==> config.mk <==
export PLATFORM = sky130hd
export DESIGN_NAME = mux4x2_rr_arb_flat
export DESIGN_NICKNAME = d
export VERILOG_FILES = /design/src/rtl/mux4x2_rr_arb_if.sv /design/src/rtl/mux4x2_rr_arb.sv /design/src/flat_wrapper.sv
export SDC_FILE = /design/constraint.sdc
export NUM_CORES = 1
export LEC_CHECK = 0
export CAP_MARGIN = 20
export CELL_PAD_IN_SITES_DETAIL_PLACEMENT = 1
export CELL_PAD_IN_SITES_GLOBAL_PLACEMENT = 1
export CORE_MARGIN = 3
export CORE_UTILIZATION = 42
export CTS_CLUSTER_SIZE = 40
export DETAILED_ROUTE_END_ITERATION = 16
export PLACE_DENSITY_LB_ADDON = 0.25
export SYNTH_ARGS = -nofsm -noshare
export SYNTH_HDL_FRONTEND = slang
export SYNTH_SLANG_ARGS = --single-unit
==> constraint.sdc <==
create_clock -name CLK -period 3.7 [get_ports CLK]
set_clock_uncertainty 0.1 [all_clocks]
set_input_delay 0.37 -clock CLK [delete_from_list [all_inputs] [get_ports CLK]]
set_output_delay 0.37 -clock CLK [all_outputs]
set_load 0.05 [all_outputs]
==> src/rtl/mux4x2_rr_arb_if.sv <==
// Handshake bundle between the lane requesters, the arbiter and the
// downstream consumer of the 4:1 x 2-bit mux output.
interface mux4x2_rr_arb_if;
  logic [3:0] REQ;
  logic [1:0] S;
  logic [3:0] GRANT;
  logic       VALID;
  logic       READY;
  logic [3:0] ACK;

  modport master (
    input  REQ,
    input  READY,
    output S,
    output GRANT,
    output VALID,
    output ACK
  );

  modport slave (
    output REQ,
    output READY,
    input  S,
    input  GRANT,
    input  VALID,
    input  ACK
  );
endinterface

==> src/rtl/mux4x2_rr_arb.sv <==
// Round-robin burst arbiter driving the select of a 4-input 2-bit mux.
// Define MUX4X2_ARB_FIXED_PRIO_EN for fixed lowest-index-wins priority.
module mux4x2_rr_arb #(
  parameter int unsigned BURST = 1
) (
  input  logic CLK,
  input  logic ASYNCRESETN,
  mux4x2_rr_arb_if.master bus
);

  typedef enum logic {IDLE, GNT} state_t;

  state_t     state, state_n;
  logic [1:0] s_q, s_n;
  logic [3:0] grant_q, grant_n;
  logic       valid_q, valid_n;
  logic [1:0] pick;
  logic       fire;

  assign fire      = valid_q & bus.READY;
  assign bus.S     = s_q;
  assign bus.GRANT = grant_q;
  assign bus.VALID = valid_q;
  assign bus.ACK   = grant_q & {4{fire}};

`ifdef MUX4X2_ARB_FIXED_PRIO_EN

  // Lowest-index requesting lane wins
  always_comb begin
    pick = 2'd0;
    if (bus.REQ[0])      pick = 2'd0;
    else if (bus.REQ[1]) pick = 2'd1;
    else if (bus.REQ[2]) pick = 2'd2;
    else if (bus.REQ[3]) pick = 2'd3;
  end

  // Next-state and grant decision
  always_comb begin
    state_n = state;
    s_n     = s_q;
    grant_n = grant_q;
    valid_n = valid_q;
    unique case (state)
      IDLE: begin
        if (bus.REQ != 4'd0) begin
          s_n     = pick;
          grant_n = 4'(1) << pick;
          valid_n = 1'b1;
          state_n = GNT;
        end
      end
      GNT: begin
        if (fire) begin
          valid_n = 1'b0;
          grant_n = 4'd0;
          state_n = IDLE;
        end
      end
      default: state_n = IDLE;
    endcase
  end

  // State registers
  always_ff @(posedge CLK or negedge ASYNCRESETN) begin
    if (!ASYNCRESETN) begin
      state   <= IDLE;
      s_q     <= 2'd0;
      grant_q <= 4'd0;
      valid_q <= 1'b0;
    end else begin
      state   <= state_n;
      s_q     <= s_n;
      grant_q <= grant_n;
      valid_q <= valid_n;
    end
  end

`else

  localparam logic [3:0] BURST_L = 4'(BURST);

  logic [1:0] ptr_q, ptr_n;
  logic [3:0] cnt_q, cnt_n;
  logic       cont;

  assign cont = (cnt_q != 4'd0) && (cnt_q < BURST_L) && bus.REQ[ptr_q];

  // First requester scanning from the lane after the last one granted
  always_comb begin
    logic       found;
    logic [1:0] idx;
    pick  = ptr_q;
    found = 1'b0;
    for (int i = 1; i <= 4; i++) begin
      idx = ptr_q + 2'(i);
      if (!found && bus.REQ[idx]) begin
        pick  = idx;
        found = 1'b1;
      end
    end
  end

  // Next-state, burst accounting and grant decision
  always_comb begin
    state_n = state;
    s_n     = s_q;
    grant_n = grant_q;
    valid_n = valid_q;
    ptr_n   = ptr_q;
    cnt_n   = cnt_q;
    unique case (state)
      IDLE: begin
        if (bus.REQ == 4'd0) begin
          cnt_n = 4'd0;
        end else if (cont) begin
          s_n     = ptr_q;
          grant_n = 4'(1) << ptr_q;
          valid_n = 1'b1;
          state_n = GNT;
        end else begin
          s_n     = pick;
          grant_n = 4'(1) << pick;
          valid_n = 1'b1;
          cnt_n   = 4'd0;
          state_n = GNT;
        end
      end
      GNT: begin
        if (fire) begin
          ptr_n   = s_q;
          cnt_n   = (cnt_q == 4'hF) ? cnt_q : cnt_q + 4'd1;
          valid_n = 1'b0;
          grant_n = 4'd0;
          state_n = IDLE;
        end
      end
      default: state_n = IDLE;
    endcase
  end

  // State registers; ptr resets to 3 so lane 0 wins first
  always_ff @(posedge CLK or negedge ASYNCRESETN) begin
    if (!ASYNCRESETN) begin
      state   <= IDLE;
      s_q     <= 2'd0;
      grant_q <= 4'd0;
      valid_q <= 1'b0;
      ptr_q   <= 2'd3;
      cnt_q   <= 4'd0;
    end else begin
      state   <= state_n;
      s_q     <= s_n;
      grant_q <= grant_n;
      valid_q <= valid_n;
      ptr_q   <= ptr_n;
      cnt_q   <= cnt_n;
    end
  end

`endif

endmodule

==> src/flat_wrapper.sv <==
// flat-port wrapper written by rule: the top's interface ports become plain ports
module mux4x2_rr_arb_flat 
#(
  parameter int unsigned BURST = 1
)
  (CLK, ASYNCRESETN, bus_REQ, bus_READY, bus_S, bus_GRANT, bus_VALID, bus_ACK);
  mux4x2_rr_arb_if bus_i ();
  input  logic CLK;
  input  logic ASYNCRESETN;
  input wire logic [$bits(bus_i.REQ)-1:0] bus_REQ;
  input wire logic [$bits(bus_i.READY)-1:0] bus_READY;
  output wire logic [$bits(bus_i.S)-1:0] bus_S;
  output wire logic [$bits(bus_i.GRANT)-1:0] bus_GRANT;
  output wire logic [$bits(bus_i.VALID)-1:0] bus_VALID;
  output wire logic [$bits(bus_i.ACK)-1:0] bus_ACK;
  assign bus_i.REQ = bus_REQ;
  assign bus_i.READY = bus_READY;
  assign bus_S = bus_i.S;
  assign bus_GRANT = bus_i.GRANT;
  assign bus_VALID = bus_i.VALID;
  assign bus_ACK = bus_i.ACK;
  mux4x2_rr_arb #(.BURST(BURST)) u_core (.CLK(CLK), .ASYNCRESETN(ASYNCRESETN), .bus(bus_i));
endmodule
======== Word-level counts from Yosys, hierarchy flattened ========
Index checks and enable logic that the tools add are counted.
storage, ports and cells
  register bits after elaboration ......... 14
  bits of input ports ..................... 7
  output and inout bits ................... 11
  word-level logic and storage cells ...... 71
operators by class
  add/sub/neg operators ................... 4
  magnitude comparators ................... 5
  equality and inequality tests ........... 5
  shift operators ......................... 2
  multiplexer cells ....................... 31
  bitwise operators ....................... 4
  reductions and logical operators ........ 14
operators with widths
  cell                 count
  $mux 4               7
  $pmux 4 s2           2
  $lt 2x3->1 const B   4
  $mux 1               11
  $mux 2               5
  $bmux 1 s2           4
  $shl 1x2->4 const A  2
  $ne 2x2->1 const B   3
  $reduce_and 2->1     3
  $logic_and 1x1->1    5
  $add 2x2->2 const B  2
  $add 4x1->4 const B  1
  $and 4x4->4          1
  $eq 4x4->1 const B   1
  $logic_not 4->1      1
  $lt 4x1->1 const B   1
  $pmux 1 s2           2
  $reduce_bool 4->1    1
  $logic_not 1->1      3
  $ne 3x3->1 const B   1
  $reduce_and 3->1     1
  $add 2x1->2 const B  1
  $not 1->1            2
  $and 1x1->1          1

======== Depth between registers and ports, before layout ========
Gate-level depths: netlist (run 1).
  word-level depth ........................ 17
  depth in mapped cells ................... 7
  gate-level depth less buffers ........... 7

======== Worst setup path before layout (run 1) ========
No wires, ideal clock.
  path type ............................... register to register
  from .................................... register u_core.ptr_q[0]
  to ...................................... register u_core.s_q[1], in the netlist u_core.bus.S[1]
  setup time .............................. 0.082 ns
  arrival ................................. 1.840 ns
  setup slack ............................. 1.678 ns
  cell stages (with the launch flop) ...... 6
  path buffers ............................ 0
  cells stage by stage .................... dfstp_2 mux4_2 nand2_4 o311ai_4 or3_1 a31oi_1
between the ends
  cells in the longest elaborated chain, start to end .. 14
  elaborated cells between the ends (all ways) .. 26
  those cells by class .................... add/sub: 3; mux: 16; reduce/logical: 7
ends and longest elaborated chain
  what                          RTL line              RTL
  start: declaration            mux4x2_rr_arb.sv:82   logic [1:0] ptr_q, ptr_n;
  start signal: assignment      mux4x2_rr_arb.sv:155  ptr_q <= ptr_n;
  $add 2x1->2                   mux4x2_rr_arb.sv:95   idx = ptr_q + 2'(i);
  $bmux 1 s2                    mux4x2_rr_arb.sv:96   if (!found && bus.REQ[idx]) begin
  $mux 1 (implied by the code)  mux4x2_rr_arb.sv:96
  $mux 1                        mux4x2_rr_arb.sv:96
  $logic_not 1->1               mux4x2_rr_arb.sv:96
  $logic_and 1x1->1             mux4x2_rr_arb.sv:96
  $mux 1                        mux4x2_rr_arb.sv:96
  $logic_not 1->1               mux4x2_rr_arb.sv:96
  $logic_and 1x1->1             mux4x2_rr_arb.sv:96
  $mux 1                        mux4x2_rr_arb.sv:96
  $logic_not 1->1               mux4x2_rr_arb.sv:96
  $logic_and 1x1->1             mux4x2_rr_arb.sv:96
  $mux 2                        mux4x2_rr_arb.sv:96
  $mux 2 (*)                    mux4x2_rr_arb.sv:115  end else if (cont) begin
  end signal: assignment        mux4x2_rr_arb.sv:152  s_q <= s_n;
  end: declaration              mux4x2_rr_arb.sv:14   logic [1:0] s_q, s_n;
Every way passes the cells marked *; elsewhere a longest branch is shown, timed or not. The select of a mux whose other input is x is not followed.
A chain may end at the register's enable or synchronous reset.

======== Worst setup path in the final report (run 1) ========
  from .................................... input port bus_READY
  to ...................................... output port bus_ACK[1]
between the ends
  cells in the longest elaborated chain, start to end .. 2
ends and longest elaborated chain
  what                RTL line             RTL
  start: declaration  flat_wrapper.sv:11   input wire logic [$bits(bus_i.READY)-1:0] bus_READY;
  $and 1x1->1         mux4x2_rr_arb.sv:20  assign fire = valid_q & bus.READY;
  $and 4x4->4         mux4x2_rr_arb.sv:24  assign bus.ACK = grant_q & {4{fire}};
  end: declaration    flat_wrapper.sv:15   output wire logic [$bits(bus_i.ACK)-1:0] bus_ACK;
Every way passes these cells.

==> results of run 1 <==
metrics by stage:
stage	instances	util (%)	worst slack (ns)	power, mW	instance area [µm²]
finish	163	55.3	1.30	1.10	1280
global route	163	55.3	1.24	1.18	1280
CTS	163	55.3	1.29	1.10	1280
detailed placement	159	53.8	1.08	0.979	1250
global placement	159	53.8	1.20	0.954	1250
floorplan	121	-	1.68	0.795	1080
cells by family (layout without fill, tap and decap cells):
kind of cell	count (synthesis)	after routing	share of synthesized area, %
flip-flops	14	14	32.8
multiplexers	7	7	8.02
AO/OA/AOI/OAI	30	30	21.4
buffers and inverters	12	26	5.00
adder cells (fa/ha/maj)	3	3	3.49
AND/OR/NAND/NOR	55	55	29.3
worst max path at each step:
| stage | endpoint | depth (start not counted) |
|---|---|---|
| floorplan | u_core.bus.S[1]$_DFFE_PN0N_ | 5 |
| global placement | u_core.bus.S[1]$_DFFE_PN0N_ | 6 |
| detailed placement | u_core.bus.GRANT[2]$_DFFE_PN0P_ | 6 |
| CTS | bus_ACK[1] | 3 |
| global route | u_core.bus.GRANT[2]$_DFFE_PN0P_ | 6 |
| finish | bus_ACK[1] | 3 |
worst reg2reg max path, delay by kind of cell (launching register included):
| family | cells | cell delay [ns] |
|---|---|---|
| compound gates | 2 | 0.30 |
| flops | 1 | 0.71 |
| mux | 1 | 0.57 |
| simple gates | 2 | 0.52 |
registers in the layout (all words and copies together), names as in the netlist:
| register | cells |
|---|---|
| u_core.bus.GRANT | 4 |
| u_core.cnt_q | 4 |
| u_core.bus.S | 2 |
| u_core.ptr_q | 2 |
| u_core.bus.VALID | 1 |
| u_core.state | 1 |
layout make-up:
type,instances,area [µm²],area share (%)
inverters,5,18.8,1.46
repair buffers,17,170,13.3
well taps,28,35.0,2.73
flip-flops and latches,14,353,27.5
multi-input cells,95,669,52.2
clock buffers,4,36.3,2.83
cells in the mapped netlist, types with 4 or more instances:
master | n | area [µm²]
nand3_1 | 8 | 40.0
nand2_1 | 10 | 37.5
a21oi_1 | 5 | 25.0
nand2b_1 | 4 | 25.0
nor2_1 | 6 | 22.5
inv_1 | 5 | 18.8
dfrtp_1 | 12 | 300
and3_1 | 9 | 56.3
clkbuf_1 | 5 | 18.8
a31oi_1 | 5 | 31.3
power breakdown:
group          switching, mW  internal, mW  total (mW)
logic                  0.388         0.251       0.639
clock network         0.0558        0.0600       0.116
registers              0.111         0.231       0.341
total                  0.554         0.542        1.10
layout by cell type, fill, tap and decap left out, types with 4 or more instances in the layout:
cell type and count:
a21oi_1 5, a31oi_1 5, and3_1 9, clkdlybuf4s50_1 17, dfrtp_1 12, inv_1 5
nand2_1 10, nand2b_1 4, nand3_1 8, nor2_1 6
per-layer routing:
metal  up-vias  wire (µm)
li1        485          -
met1       510       1270
met2        37       1360
met3         7        162
met4         0         69
met5         -          0
==> reports/qor.yml, run 1 <==
yosys_warnings: 0
fp.dieArea_um2: 3210
fmax_ghz: 0.417
die_h_um: 56.6
cp-start-kind: "primary input"
tritoncts: "built"
leakagePower_nw: 0.563
hold_path_class: "primary input to async pin"
ys_ff_latch: 14
core.rowCount: 17
async_flop_share_pct: 100
dp_hpwl_um: 2160
crit_fanout: 7
cp_cell_sequence: "clkdlybuf4s50_1 > and3_1 > clkdlybuf4s50_1"
num_io_pins: 18
tightest_slew_ns: 0.716
cp_slowest_cell: "clkdlybuf4s50_1"
crit_path_start: "bus_READY"
maxSlewViolCount: 0
drt-initial-drc-count: 39
drc_errors: 0
syn_avg_cell_area_um2: 8.89
cts_max_level: 1
syn_area_um2: 1080
cts_hold_buf: 0
cp-end-kind: "output port"
hold_viol: 0
cp.required_ns: 3.23
slew_headroom_pct: 52.1
cts-resized-gates: 0
cap_viol_max_count: 0
crit_family: "buffers and inverters"
gr-usage-met2_pct: 31.2
drive_gt1_share_pct: 10.4
finalSetupTns_ns: 0
setup_violations: 0
grt_pass1_wl_um: 4920
fin_crit_ns: 2.40
clkTransAtPathRegs_ns: 0.09
synth_edf_count: 0
vias: 1039
grt_pass1_vias: 1016
status: "complete, no violations"
fin_nets: 146
synth-main-ff-cell: "dfrtp_1"
ir_worst_vdd_mv: 0.531
reg2reg_setup_slack_ns: 1.43
worstReg2RegEnd: "u_core.bus.S[1]$_DFFE_PN0N_"
period_share_pct: 64.9
area_growth_pct: 19.2
cts-root-buf: "clkbuf_4"
synth_seq_area_share_pct: 32.8
core_um2: 2320
io_buffers: 17
antenna_found_initial: 0
rsz0062_at_grt: "no"
diodes: 0
rr_worst_depth: 5
cts_buffers: 3
syn_nets: 131
p_per_area_nw_per_um2: 855
clock_latency_ns: 0.29
cp.arrival_ns: 1.93
grtUsageTotal_pct: 19.8
viasPerCell: 6.37
dieWidth_um: 56.6
post_cts_buffers: 0
drtAntennaViolNets: 0
clockBufferDepth: 2
floorplan.initialDensity_pct: 46.4
clock_sink_count: 14
first_pass_iters: 4
routedWlPerCell_um: 17.5
busiest_layer: "met2"
synth_cells: 121
overflow: 0
grt_max_degree: 17
fin_hold_ws_ns: 0.353
place_congestion: 0.834
wirelength_um: 2860
ys_types: 45
crit_type: "primary input to output port"
cp_common_cell: "clkdlybuf4s50_1"
critical_path_buf_inv_count: 2
grt_use_met1_pct: 25.7
fillers: 279
grt_util_met3_pct: 3.91
slowest_delay_ns: 0.81
r2r_start: "u_core.ptr_q[0]$_DFFE_PN1P_"
No activity file was read; power rests on OpenSTA's default activity.
==> run 2: changes to the inputs <==
--- a/config.mk
+++ b/config.mk
@@ -9,7 +9,7 @@
 export CELL_PAD_IN_SITES_DETAIL_PLACEMENT = 1
 export CELL_PAD_IN_SITES_GLOBAL_PLACEMENT = 1
 export CORE_MARGIN = 3
-export CORE_UTILIZATION = 42
+export CORE_UTILIZATION = 39
 export CTS_CLUSTER_SIZE = 40
 export DETAILED_ROUTE_END_ITERATION = 16
 export PLACE_DENSITY_LB_ADDON = 0.25
==> constraint.sdc (replaced) <==
create_clock -name CLK -period 2.3 [get_ports CLK]
set_clock_uncertainty 0.1 [all_clocks]
set_input_delay 0.23 -clock CLK [delete_from_list [all_inputs] [get_ports CLK]]
set_output_delay 0.23 -clock CLK [all_outputs]
set_load 0.05 [all_outputs]
==> run 2 against run 1 <==
Compared with the run above:
- critical path depth is 2 higher
- global-route usage is 1.5 points higher
- power is 71% higher
- worst setup slack worse by 1.1 ns
- critical endpoint is now u_core.bus.S[1]$_DFFE_PN0N_
==> reports/qor.yml, run 2 (synthesis results as in run 1) <==
fin_crit_ns: 2.09
overflow: 0  # unchanged
finalSetupTns_ns: 0  # unchanged
fin_cells: 176  # was 163
dieWidth_um: 58.5  # was 56.6 µm
place_congestion: 0.847  # was 0.834
status: "complete, no violations"  # unchanged
cts-resized-gates: 0  # unchanged
hold_path_class: "primary input to async pin"  # unchanged
area_growth_pct: 26.2  # was 19.2%
cts_max_level: 1  # unchanged
drt-initial-drc-count: 60  # was 39
drtAntennaViolNets: 0  # unchanged
fillers: 316  # was 279
crit_type: "flip-flop to flip-flop"  # was primary input to output port
pre_cts_ws_ns: 0.0277  # was 1.08 ns
fin_nets: 157  # was 146
hold_viol: 0  # unchanged
fmax_ghz: 0.478
fp.dieArea_um2: 3430  # was 3210 µm²
dp_hpwl_um: 2510  # was 2160 µm
vias: 1059  # was 1039
cp-end-kind: "flip-flop"  # was output port
cts_buffers: 3  # unchanged
cap_viol_max_count: 0  # unchanged
routedWlPerCell_um: 18.5  # was 17.5 µm
crit_fanout: 14  # was 7
post_cts_buffers: 0  # unchanged
grt_max_degree: 15  # was 17
num_io_pins: 18  # unchanged
clkTransAtPathRegs_ns: 0.10  # was 0.09 ns
clockBufferDepth: 2  # unchanged
cp-start-kind: "flip-flop"  # was primary input
period_share_pct: 91.0
diodes: 0  # unchanged
clock_latency_ns: 0.30  # was 0.29 ns
first_pass_iters: 4  # unchanged
grt_pass1_vias: 1133  # was 1016
slew_headroom_pct: 55.0  # was 52.1%
drive_gt1_share_pct: 19.9  # was 10.4%
floorplan.initialDensity_pct: 42.3  # was 46.4%
antenna_found_initial: 0  # unchanged
postLayoutCoreUtil_pct: 53.3  # was 55.3%
final_cell_area_um2: 1360  # was 1280 µm²
tritoncts: "built"  # unchanged
final_common_cell: "buf_4"  # was clkdlybuf4s50_1
placed_cells: 172  # was 159
postPlaceCellArea_um2: 1320  # was 1250 µm²
cp.required_ns: 2.42  # was 3.23 ns
cp.arrival_ns: 2.22  # was 1.93 ns
wirelength_um: 3260  # was 2860 µm
leakagePower_nw: 0.625  # was 0.563 nW
ir_worst_vdd_mv: 0.767  # was 0.531 mV
tightest_slew_ns: 0.673  # was 0.716 ns
grtUsageTotal_pct: 21.3  # was 19.8%
cts_hold_buf: 0  # unchanged
cts-root-buf: "clkbuf_4"  # unchanged
core.rowCount: 18  # was 17
viasPerCell: 6.02  # was 6.37
setup_ws_ns: 0.206  # was 1.30 ns
maxSlewViolCount: 0  # unchanged
io_buffers: 17  # unchanged
p_per_area_nw_per_um2: 1380  # was 855 nW/µm²
core_um2: 2540  # was 2320 µm²
layout_common_cells: "buf_4 (15), clkdlybuf4s50_1 (13), dfrtp_1 (12)"  # was clkdlybuf4s50_1 (17), dfrtp_1 (12), nand2_1 (10)
die_h_um: 58.5  # was 56.6 µm
grt_pass1_wl_um: 5570  # was 4920 µm
drc_errors: 0  # unchanged
rsz0062_at_grt: "no"  # unchanged
clock_sink_count: 14  # unchanged
setup_violations: 0  # unchanged
-- run 2: path summary, 6_finish.rpt --
path / depth (start not counted) / slack [ns] / endpoint / startpoint
min in group CLK: 1 / 0.48 / u_core.ptr_q[1]$_DFFE_PN1P_ / u_core.bus.S[1]$_DFFE_PN0N_
hold reg to reg: 1 / 0.48 / u_core.ptr_q[1]$_DFFE_PN1P_ / u_core.bus.S[1]$_DFFE_PN0N_
setup reg to reg: 5 / 0.21 / u_core.bus.S[1]$_DFFE_PN0N_ / u_core.ptr_q[1]$_DFFE_PN1P_
setup / recovery: 5 / 0.21 / u_core.bus.S[1]$_DFFE_PN0N_ / u_core.ptr_q[1]$_DFFE_PN1P_
hold / removal: 1 / 0.23 / u_core.bus.GRANT[3]$_DFFE_PN0P_ / ASYNCRESETN
max in group asynchronous: 1 / 1.43 / u_core.cnt_q[1]$_DFFE_PN0P_ / ASYNCRESETN
-- run 2: final cells by class --
| cell class | count | area (µm²) | share of cell area (%) |
|---|---|---|---|
| multi-input cells | 95 | 669 | 49.3 |
| flip-flops and latches | 14 | 353 | 26.0 |
| repair buffers | 28 | 243 | 17.9 |
| well taps | 30 | 37.5 | 2.76 |
| clock buffers | 4 | 36.3 | 2.67 |
| inverters | 5 | 18.8 | 1.38 |
-- run 2: worst max-delay path, stage by stage (launching register included) --
cell,delay [ns]
dfstp_2,0.69
or2_1,0.17
a21oi_1,0.10
or3_1,0.43
or3_1,0.36
a31oi_1,0.17
-- run 2: metal layers --
layer | vias to the layer above | share of wire (%) | global-route usage (%)
li1 | 511 | - | -
met1 | 515 | 46 | 29.0
met2 | 29 | 48 | 35.2
met3 | 4 | 4.8 | 4.82
met4 | 0 | 0.67 | 2.98
met5 | - | 0 | 0
-- run 2: power by group --
part           total [mW]  leakage (nW)  switching (mW)  internal, mW
Combinational        1.15         0.434           0.673         0.475
Sequential          0.537         0.170           0.167         0.370
Clock               0.187        0.0210          0.0909        0.0966
-- run 2: per-stage QoR --
step	hold WS (ns)	power, mW
final	0.233	1.87
after global routing	0.272	2.01
after CTS	0.249	1.87
after detailed placement	0.432	1.68
after global placement	0.428	1.62
after floorplan	-0.166	1.28
==> run 3: changes to the inputs <==
--- a/config.mk
+++ b/config.mk
@@ -5,10 +5,11 @@
 export SDC_FILE = /design/constraint.sdc
 export NUM_CORES = 1
 export LEC_CHECK = 0
+export ABC_CLOCK_PERIOD_IN_PS = 2300
 export CAP_MARGIN = 20
 export CELL_PAD_IN_SITES_DETAIL_PLACEMENT = 1
 export CELL_PAD_IN_SITES_GLOBAL_PLACEMENT = 1
-export CORE_MARGIN = 3
+export CORE_MARGIN = 1
 export CORE_UTILIZATION = 39
 export CTS_CLUSTER_SIZE = 40
 export DETAILED_ROUTE_END_ITERATION = 16
==> run 3 against run 2 <==
Compared with the run above:
- global-route usage is 3.9 points higher
- combinational power hardly changed
- sequential share of layout area is 0.14 points lower
- worst hold slack worse by 0.016 ns
- clock power hardly changed
- design area is 0.55% higher
- critical endpoint is now u_core.bus.GRANT[1]$_DFFE_PN0P_
- highest routed layer unchanged
==> reports/qor.yml, run 3 (synthesis results as in run 1) <==
status: "complete, no violations"  # unchanged
slowest_delay_ns: 0.63  # was 0.69 ns
cap_viol_max_count: 0  # unchanged
viasPerCell: 6.07  # was 6.02
grt_pass1_wl_um: 5130  # was 5570 µm
grt_max_degree: 15  # unchanged
p_total_mw: 1.88  # was 1.87 mW
fmax_ghz: 0.468  # was 0.478 GHz
final_common_cell: "buf_4"  # unchanged
cts-root-buf: "clkbuf_4"  # unchanged
drive_gt1_share_pct: 20.4  # was 19.9%
fillers: 305  # was 316
clock_sink_count: 14  # unchanged
cts-resized-gates: 0  # unchanged
ir_worst_vdd_mv: 0.799  # was 0.767 mV
hold_viol: 0  # unchanged
post_cts_buffers: 0  # unchanged
cts_max_level: 1  # unchanged
drc_errors: 0  # unchanged
diodes: 0  # unchanged
fp.dieArea_um2: 2970  # was 3430 µm²
hold_path_class: "primary input to async pin"  # unchanged
crit_fanout: 8  # was 14
fin_hold_ws_ns: 0.218  # was 0.233 ns
cp_cell_sequence: "mux4_2 > nand2_4 > o311ai_4 > buf_4 > mux2i_1 > o31ai_1"  # was or2_1 > a21oi_1 > or3_1 > or3_1 > a31oi_1
tritoncts: "built"  # unchanged
dieWidth_um: 54.5  # was 58.5 µm
rsz0062_at_grt: "no"  # unchanged
layout_common_cells: "buf_4 (16), clkdlybuf4s50_1 (13), dfrtp_1 (12)"  # was buf_4 (15), clkdlybuf4s50_1 (13), dfrtp_1 (12)
maxSlewViolCount: 0  # unchanged
cp.arrival_ns: 2.23  # was 2.22 ns
vias: 1075  # was 1059
p_sw_share_pct: 49.9  # was 49.7%
seqPwrFrac_pct: 28.6  # was 28.7%
first_pass_iters: 5  # was 4
fin_crit_ns: 2.14  # was 2.09 ns
routedWlPerCell_um: 18.2  # was 18.5 µm
cts_hold_buf: 0  # unchanged
power_frac_clock_pct: 9.9  # was 10.0%
p_per_area_nw_per_um2: 1380  # about the same
die_h_um: 54.5  # was 58.5 µm
place_congestion: 0.876  # was 0.847
floorplan.initialDensity_pct: 42.3  # unchanged
clkTransAtPathRegs_ns: 0.10  # about the same
tightest_slew_ns: 0.629  # was 0.673 ns
io_buffers: 17  # unchanged
switchingPower_mw: 0.941  # was 0.930 mW
grtUsageTotal_pct: 25.1  # was 21.3%
grt_pass1_vias: 1114  # was 1133
core.rowCount: 18  # unchanged
leakagePower_nw: 0.629  # was 0.625 nW
dp_hpwl_um: 2510  # unchanged
cp-start-kind: "flip-flop"  # unchanged
crit_type: "flip-flop to flip-flop"  # unchanged
core_um2: 2540  # unchanged
drtAntennaViolNets: 0  # unchanged
antenna_found_initial: 0  # unchanged
setup_violations: 0  # unchanged
cts_buffers: 3  # unchanged
pwr-share-comb_pct: 61.5  # was 61.3%
cp_slowest_cell: "dfstp_2"  # unchanged
p_int_mw: 0.943  # was 0.942 mW
cp.required_ns: 2.39  # was 2.42 ns
clockBufferDepth: 2  # unchanged
crit_family: "multiplexers"  # was simple AND/OR/NAND/NOR gates
fin_nets: 158  # was 157
finalSetupTns_ns: 0  # unchanged
area_growth_pct: 26.9  # was 26.2%
wirelength_um: 3230  # was 3260 µm
clock_latency_ns: 0.29  # was 0.30 ns
critical_path_buf_inv_count: 1  # was 0
slew_headroom_pct: 57.9  # was 55.0%
period_share_pct: 93.0  # was 91.0%
num_io_pins: 18  # unchanged
drt-initial-drc-count: 25  # was 60
cp-end-kind: "flip-flop"  # unchanged
overflow: 0  # unchanged
[run 3: area by class of cell]
class                      instances  area, µm²  share of cell area (%)
timing repair buffer              29        250                    18.3
multi-input combinational         95        669                    49.0
inverter                           5       18.8                    1.37
tap                               30       37.5                    2.75
sequential                        14        353                    25.8
clock buffer                       4       36.3                    2.66
[run 3: per-layer routing]
layer | share of wire (%) | wire [µm] | track usage, % | up-vias
met3 | 3.7 | 121 | 6.11 | 5
met2 | 49 | 1570 | 41.1 | 33
met5 | 0 | 0 | 0 | -
met1 | 47 | 1510 | 33.0 | 523
met4 | 0.93 | 30 | 6.41 | 0
li1 | - | - | - | 514
[run 3: metrics by stage]
stage / instances / utilization, % / worst slack [ns] / area (µm²)
final: 177 / 53.6 / 0.162 / 1370
after global routing: 177 / 53.6 / 0.0667 / 1370
after CTS: 177 / 53.6 / 0.178 / 1370
after detailed placement: 173 / 52.2 / 0.00609 / 1330
after global placement: 173 / 52.2 / 0.0966 / 1330
after floorplan: 121 / - / 0.278 / 1080
[run 3: path summary, 6_finish.rpt]
| path | depth (start not counted) | slack, ns | endpoint | from |
|---|---|---|---|---|
| worst max-delay path | 6 | 0.16 | u_core.bus.GRANT[1]$_DFFE_PN0P_ | u_core.ptr_q[0]$_DFFE_PN1P_ |
| worst min-delay path | 1 | 0.22 | u_core.bus.VALID$_DFFE_PN0P_ | ASYNCRESETN |
| worst max register to register | 6 | 0.16 | u_core.bus.GRANT[1]$_DFFE_PN0P_ | u_core.ptr_q[0]$_DFFE_PN1P_ |
| worst min register to register | 1 | 0.47 | u_core.ptr_q[0]$_DFFE_PN1P_ | u_core.bus.S[0]$_DFFE_PN0N_ |
| max in group asynchronous | 1 | 1.47 | u_core.bus.S[0]$_DFFE_PN0N_ | ASYNCRESETN |
| min in group CLK | 1 | 0.47 | u_core.ptr_q[0]$_DFFE_PN1P_ | u_core.bus.S[0]$_DFFE_PN0N_ |
[run 3: power groups by stage]
stage | combinational [mW] | sequential, mW | clock [mW]
3_3_place_gp | 1.09 | 0.524 | 0
4_1_cts | 1.16 | 0.533 | 0.194
3_5_place_dp | 1.16 | 0.535 | 0
5_1_grt | 1.25 | 0.551 | 0.205
6_report | 1.16 | 0.538 | 0.187
2_1_floorplan | 0.664 | 0.614 | 0
